`src/rtl/control_unit.sv`:
```
// Multi-cycle fetch/decode/execute sequencer for the 8-bit ALU datapath.
// Holds PC, IR, an 8x8 register file and the compare flags; talks to imem/dmem via req/ack.
module control_unit (
    input  logic        clk,
    input  logic        rst_n,
    output logic        imem_req,
    output logic [7:0]  imem_addr,
    input  logic        imem_ack,
    input  logic [15:0] imem_data,
    output logic        dmem_req,
    output logic        dmem_we,
    output logic [7:0]  dmem_addr,
    output logic [7:0]  dmem_wdata,
    input  logic [7:0]  dmem_rdata,
    input  logic        dmem_ack,
    output logic [4:0]  alu_opcode,
    output logic [7:0]  alu_op1,
    output logic [7:0]  alu_op2,
    input  logic [7:0]  alu_result,
    input  logic [2:0]  alu_flags,
    output logic [7:0]  pc,
    output logic        halted
);

    typedef enum logic [4:0] {
        OP_NOP   = 5'd0,
        OP_ADD   = 5'd1,
        OP_SUB   = 5'd2,
        OP_LOADC = 5'd3,
        OP_LOAD  = 5'd4,
        OP_STORE = 5'd5,
        OP_CMP   = 5'd6,
        OP_JMP   = 5'd7,
        OP_JZ    = 5'd8,
        OP_JC    = 5'd9,
        OP_HALT  = 5'd10
    } opcode_e;

    typedef enum logic [2:0] {
        S_FETCH,
        S_DECODE,
        S_EXEC,
        S_MEM,
        S_HALTED
    } state_e;

    state_e      r_state, w_state_nxt;
    logic        r_run;
    logic [7:0]  r_pc, w_pc_nxt;
    logic [15:0] r_ir, w_ir_nxt;
    logic [7:0]  r_opa, w_opa_nxt;
    logic [7:0]  r_opb, w_opb_nxt;
    logic [2:0]  r_flags;
    logic [7:0]  r_regs [8];

    logic        w_rf_we;
    logic [7:0]  w_rf_wdata;
    logic        w_flags_we;

    logic [4:0]  w_opc;
    logic [2:0]  w_rd;
    logic [2:0]  w_rs;
    logic [7:0]  w_imm;

    assign w_opc     = r_ir[15:11];
    assign w_rd      = r_ir[10:8];
    assign w_rs      = r_ir[7:5];
    assign w_imm     = r_ir[7:0];
    assign pc        = r_pc;
    assign imem_addr = r_pc;

    // r_run stays low for the first clock after reset so imem_req rises on that edge, not before
    always_ff @(posedge clk or negedge rst_n) begin
        if (!rst_n) begin
            r_state <= S_FETCH;
            r_run   <= 1'b0;
            r_pc    <= '0;
            r_ir    <= '0;
            r_opa   <= '0;
            r_opb   <= '0;
            r_flags <= '0;
            for (int unsigned i = 0; i < 8; i++) begin
                r_regs[i] <= '0;
            end
        end else begin
            r_state <= w_state_nxt;
            r_run   <= 1'b1;
            r_pc    <= w_pc_nxt;
            r_ir    <= w_ir_nxt;
            r_opa   <= w_opa_nxt;
            r_opb   <= w_opb_nxt;
            if (w_flags_we) begin
                r_flags <= alu_flags;
            end
            if (w_rf_we) begin
                r_regs[w_rd] <= w_rf_wdata;
            end
        end
    end

    always_comb begin
        w_state_nxt = r_state;
        w_pc_nxt    = r_pc;
        w_ir_nxt    = r_ir;
        w_opa_nxt   = r_opa;
        w_opb_nxt   = r_opb;
        w_rf_we     = 1'b0;
        w_rf_wdata  = '0;
        w_flags_we  = 1'b0;
        imem_req    = 1'b0;
        dmem_req    = 1'b0;
        dmem_we     = 1'b0;
        dmem_addr   = '0;
        dmem_wdata  = '0;
        alu_opcode  = OP_NOP;
        alu_op1     = '0;
        alu_op2     = '0;
        halted      = 1'b0;

        case (r_state)
            S_FETCH: begin
                imem_req = r_run;
                if (r_run && imem_ack) begin
                    w_ir_nxt    = imem_data;
                    w_pc_nxt    = r_pc + 8'd1;
                    w_state_nxt = S_DECODE;
                end
            end
            S_DECODE: begin
                w_opa_nxt   = r_regs[w_rd];
                w_opb_nxt   = r_regs[w_rs];
                w_state_nxt = S_EXEC;
            end
            S_EXEC: begin
                w_state_nxt = S_FETCH;
                case (w_opc)
                    OP_ADD, OP_SUB: begin
                        alu_opcode = w_opc;
                        alu_op1    = r_opa;
                        alu_op2    = r_opb;
                        w_rf_we    = 1'b1;
                        w_rf_wdata = alu_result;
                    end
                    OP_LOADC: begin
                        alu_opcode = w_opc;
                        alu_op2    = w_imm;
                        w_rf_we    = 1'b1;
                        w_rf_wdata = alu_result;
                    end
                    OP_CMP: begin
                        alu_opcode = w_opc;
                        alu_op1    = r_opa;
                        alu_op2    = r_opb;
                        w_flags_we = 1'b1;
                    end
                    OP_JMP: w_pc_nxt = w_imm;
                    OP_JZ: begin
                        if (r_flags[0]) begin
                            w_pc_nxt = w_imm;
                        end
                    end
                    OP_JC: begin
                        if (r_flags[1]) begin
                            w_pc_nxt = w_imm;
                        end
                    end
                    OP_LOAD, OP_STORE: w_state_nxt = S_MEM;
                    OP_HALT:           w_state_nxt = S_HALTED;
                    default: ;
                endcase
            end
            S_MEM: begin
                dmem_req   = 1'b1;
                dmem_we    = (w_opc == OP_STORE);
                dmem_addr  = w_imm;
                dmem_wdata = r_opa;
                if (dmem_ack) begin
                    if (w_opc == OP_LOAD) begin
                        w_rf_we    = 1'b1;
                        w_rf_wdata = dmem_rdata;
                    end
                    w_state_nxt = S_FETCH;
                end
            end
            S_HALTED: halted = 1'b1;
            default:  w_state_nxt = S_FETCH;
        endcase
    end

endmodule
```
`config.mk`:
```
export PLATFORM = sky130hd
export DESIGN_NAME = control_unit
export DESIGN_NICKNAME = d
export VERILOG_FILES = /design/src/rtl/control_unit.sv
export SDC_FILE = /design/constraint.sdc
export NUM_CORES = 1
export LEC_CHECK = 0
export CELL_PAD_IN_SITES_DETAIL_PLACEMENT = 0
export CELL_PAD_IN_SITES_GLOBAL_PLACEMENT = 1
export CORE_ASPECT_RATIO = 1.2
export CORE_MARGIN = 1
export CORE_UTILIZATION = 39
export CTS_CLUSTER_DIAMETER = 30
export DETAILED_ROUTE_END_ITERATION = 6
export PLACE_DENSITY = 0.85
export SLEW_MARGIN = 20
export SYNTH_ARGS = -nofsm -noshare
export SYNTH_HDL_FRONTEND = slang
export SYNTH_SLANG_ARGS = --single-unit
```
`constraint.sdc`:
```
create_clock -name clk -period 2.4 [get_ports clk]
set_input_delay 0.24 -clock clk [delete_from_list [all_inputs] [get_ports clk]]
set_output_delay 0.24 -clock clk [all_outputs]
set_load 0.01 [all_outputs]
```
Word-level counts from Yosys, hierarchy flattened --
Cells that the tools add are included.
Word-level totals: logic and storage cells 92, output and inout port bits 57, register bits after elaboration 110, bits of input ports 39
Cells by class: reduce and logical (&&, ||, !) cells 11, add/sub/neg operators 1, eq/ne operators 19, multiplexer cells 40, bitwise gates (word level) 3, $lt $le $gt $ge 3
Operators by type and width (count):
- 8-bit 2-to-1 mux | 16
- 64-bit bitwise mux | 1
- 8-bit binary-select mux with 3-bit select | 2
- 8-bit case mux with 2 select lines | 3
- 8-bit demux with 3-bit select | 1
- 8-bit case mux with 3 select lines | 1
- 5-bit by 3-bit equality test with 1-bit output, second input constant | 4
- 5-bit by 4-bit equality test with 1-bit output, second input constant | 3
- 3-bit case mux with 5 select lines | 1
- 5-bit by 2-bit equality test with 1-bit output, second input constant | 2
- 5-bit 2-to-1 mux | 2
- 1-bit 2-to-1 mux | 9
- 8-bit by 1-bit adder with 8-bit output, second input constant | 1
- 4-bit >= comparator, second input constant | 2
- 3-bit NOT with 4-bit output | 2
- 3-bit by 2-bit equality test with 1-bit output, second input constant | 2
- 3-bit 2-to-1 mux | 2
- 3-bit inequality test, second input constant | 2
- 3-bit case mux with 2 select lines | 1
- 3-bit OR reduction | 2
- 5-bit by 1-bit equality test with 1-bit output, second input constant | 1
- 5-bit AND reduction | 1
- 4-bit by 1-bit less-than comparator with 1-bit output, second input constant | 1
- 2-bit inequality test, second input constant | 2
- other kinds (12) | 13

Depth between registers and ports, before layout --
depth after elaboration 6, depth in mapped cells 7, gate-level depth less buffers 5

Worst setup path before layout --
Ideal clock, no wire load.
path type reg2reg, start register r_state[1], end register r_regs[56] (netlist bit), stages on the path, launching flop included 7, arrival time 2.396 ns, path slack -0.121 ns, buffers on the path 2, data required time 2.275 ns, setup time 0.125 ns, path through dfrtp_1 buf_4 or4b_4 or4_4 buf_6 a2111oi_4 mux2_2
Between the ends: cells in the longest elaborated chain, start to end 3, elaborated cells on any way between the ends 5, those cells by class eq/ne (2); mux (3)
Ends and longest elaborated chain:
- start, declared | RTL line 47 | state_e r_state, w_state_nxt;
- start signal, assigned | RTL line 86 | r_state <= w_state_nxt;
- 3-bit by 2-bit equality test with 1-bit output | RTL line 120 | case (r_state)
- 8-bit case mux with 2 select lines | RTL line 120
- 64-bit bitwise mux | RTL line 96 | r_regs[w_rd] <= w_rf_wdata;
- end signal, assigned by index | RTL line 96
- end, declared | RTL line 54 | logic [7:0] r_regs [8];
Several ways; a longest one is shown, not always the timed one. A chain may end at the register's enable or synchronous reset.

Final worst setup path --
start register r_ir[13], end register r_regs[58] (netlist bit)
Between the ends: cells in the longest elaborated chain, start to end 5, elaborated cells on any way between the ends 14, those cells by class eq/ne (4); mux (9); reduce/logical (1)
Ends and longest elaborated chain:
- start, declared | RTL line 50 | logic [15:0] r_ir, w_ir_nxt;
- start signal, assigned | RTL line 89 | r_ir <= w_ir_nxt;
- 5-bit by 2-bit equality test with 1-bit output (tied with other cells) | RTL line 136 | case (w_opc)
- 3-bit OR reduction (no line) / 8-bit 2-to-1 mux (equally long branches)
- 8-bit 2-to-1 mux (on tied branches) | RTL line 136, 177
- 8-bit case mux with 2 select lines | RTL line 120
- 64-bit bitwise mux | RTL line 96
Several ways; a longest one is shown, not always the timed one.

==> flow_summary.ini <==
[run_status]
status = finished, violations left
violations = negative setup slack

[synthesis]
synth_area_leaders = dfrtp_1 (46%), mux2_2 (14%), mux4_2 (7.5%), mux2i_1 (4.0%), nand2_1 (3.6%)
yosysTopAreaCellShare_pct = 46.0
synthArstFlopShare_pct = 100
synth_edf_count = 0
synth_common_cells = dfrtp_1 (110), mux2_2 (72), nand2_1 (57)
syn-instance-count = 526
ys_seq_area_share_pct = 46.0
synth_seq_cells = 110
synth_flop_cell = dfrtp_1
syn_area_sq_um = 5990
postSynthAreaPerCell_sq_um = 11.4
synth_warnings = 0
yosys.cell_count.top_type = dfrtp_1
synth.distinct_cells = 59
yosys.area.top_type = dfrtp_1

[worst_setup_path]
cp.required_ps = 2640
worstPathMaxFanout = 8
crit_arrival_ps = 2710
start_kind = flip-flop
crit_type = reg -> reg
r2r_slack_ps = -70
timing.rr.end = r_regs[58]$_DFFE_PN0P_
timing.rr.start = r_ir[13]$_DFFE_PN0P_
cp-end-kind = flip-flop
reg2reg_depth = 5

[die]
initial_core_util_pct = 39.9
die_w_um = 115
dieArea_sq_um = 15800
io_pins = 96
chipHeight_um = 138
rows = 49
core_sq_um = 15000

[finish]
syn_to_final_growth_pct = 34.4
fin_nets = 685
post-route-util_pct = 53.6
drive_gt1_share_pct = 32.2
final_area_sq_um = 8040
antenna_cells = 0

[timing]
setup_slack_ps = -67.7
worst_pin_slew_ps = 785
setup_viol = 8
hold_viol = 0
rsz0062_at_grt = yes
min_period_over_period_pct = 103
timing.final.max_slew_violations = 0
finalCriticalPeriod_ps = 2470
fmax_mhz = 405
clock_skew_ps = 4.98
relSlewSlack_pct = 47.6

[clock_network]
ctsLongestPathBuffers = 2
cts.sinks = 110
cts_tree = yes
clkLatencyLatePin_ps = 350
clk_pin_slew_ps = 70
cts_max_level = 3
cts_root_buffer = clkbuf_16
cts_made_buffers = 9

[power]
p_comb_share_pct = 39.8
switching_share_pct = 36.2
seq_power_share_pct = 36.7
vdd_drop_max_mv = 0.414
power_density_nw_per_um2 = 955
pwr-share-clk_pct = 23.5
p_int_mw = 4.90
power.leakage_nw = 3.63
p_sw_mw = 2.78

[global_route]
grt_max_degree = 51
grt_pass1_vias = 4794
grt-ovfl-total = 0
antenna_found_initial = 0
track_usage_pct = 21.9
grt_pass1_wl_mm = 25.8

[hold_path]
hp-start = imem_data[5]
min_path_type = in -> reg
holdPathStages = 3
holdPathEnd = r_ir[5]$_DFFE_PN0P_

[drt]
vias = 4777
drtIter0Drc = 274
wl_mm = 16.7
avgViaCountPerCell = 5.59
routedWlPerCell_um = 19.6
ant_nets = 0
first_pass_iters = 5
drc = 0

[place]
numPortBuffers = 92
dpl_cell_area_sq_um = 7410
gp_congestion = 0.862
hpwl_mm = 11.7

[flow_run]
maxCapViolations = 0
==> power groups by stage <==
stage	Clock [mW]	Sequential (mW)	Combinational, mW
finish	1.80	2.82	3.06
detailed placement	0	2.82	2.92
global route	1.91	2.87	3.30
global placement	0	2.79	2.86
floorplan	0	2.54	1.91
CTS	1.84	2.80	3.00
==> layout by cell type, fill, tap and decap left out, types with 4 or more instances in the layout <==
master and instances:
dfrtp_1 110, inv_1 9, mux4_2 20, nor3b_1 4, mux2_4 40, a31oi_1 6
clkdlybuf4s50_1 72, buf_6 10, and3_1 10, buf_4 49, bufinv_16 4, clkbuf_16 9
a21oi_1 18, nand2_1 57, mux2i_1 24, and2_1 17, dlygate4sd2_1 6, buf_12 4
buf_2 8, nand3b_1 4, o221ai_1 4, mux2_2 32, nand2b_1 5, nor2_1 24
a22o_1 14, o21ai_0 11, nand3_1 4
==> stage by stage <==
stage                     power, mW  setup TNS (ps)  hold WS (ps)  setup slack [ps]  std cells
final                          7.68            -477           406             -67.7        854
after global routing           8.09           -1290           431              -105        854
after CTS                      7.64            -532           407             -62.6        850
after detailed placement       5.73            -988           257             -88.8        829
after global placement         5.66            -312           252             -40.6        829
after floorplan                4.45           -1560         -55.6              -121        527
==> layer usage <==
metal	GRT usage, %	up-vias	share of wire [%]
met3	2.95	37	5.4
met5	0	-	0
met2	38.3	190	51
met1	26.0	2392	40
li1	-	2158	-
met4	11.9	0	3.3
==> what timing repair did <==
| action | CTS | global route |
|---|---|---|
| hold endpoints to repair | 40 | 0 |
| pin swaps | 3 | 7 |
| setup endpoints to repair | 46 | 58 |
| resized for setup | 63 | 53 |
| hold buffers | 1 | 0 |
| setup buffers | 3 | 4 |
| cloned | 1 | 0 |
==> state kept, by name, indices dropped and copies added (netlist names) <==
register   flops
r_ir          16
imem_addr      8
r_state        3
r_opa          8
r_flags        2
r_opb          8
r_regs        64
r_run          1
==> logic make-up after synthesis <==
kind of cell    synth area share (%)
compound gates                  10.5
other cells                    0.125
simple gates                    13.8
mux                             25.1
buf+inv                         4.39
fa+ha+maj                      0.209
flops                           46.0
==> cell type report <==
| cell class | instances | area [sq um] |
|---|---|---|
| fillers | 1287 | 6980 |
| multi-input cells | 360 | 3200 |
| flip-flops and latches | 110 | 2750 |
| repair buffers | 155 | 1430 |
| well taps | 204 | 255 |
| clock buffers | 9 | 225 |
| clock inverters | 7 | 143 |
| inverters | 9 | 33.8 |
==> worst max-delay path, cell delays in order, from the launching register on <==
cell	delay (ps)
dfrtp_1	380
or4b_4	540
or4_4	550
a2111oi_4	340
buf_6	230
mux2_4	320
==> how the worst max path moves through the flow <==
stage	from	slack (ps)	endpoint	cells after the start
after global routing	r_ir[13]$_DFFE_PN0P_	-110	r_regs[58]$_DFFE_PN0P_	5
after CTS	r_state[2]$_DFFE_PN0P_	-60	alu_opcode[2]	6
after detailed placement	r_ir[13]$_DFFE_PN0P_	-90	r_regs[58]$_DFFE_PN0P_	5
after global placement	r_ir[13]$_DFFE_PN0P_	-40	r_regs[63]$_DFFE_PN0P_	5
final	r_ir[13]$_DFFE_PN0P_	-70	r_regs[58]$_DFFE_PN0P_	5
after floorplan	r_state[1]$_DFFE_PN0P_	-120	r_regs[56]$_DFFE_PN0P_	6
No activity file was read; power rests on OpenSTA's default activity.
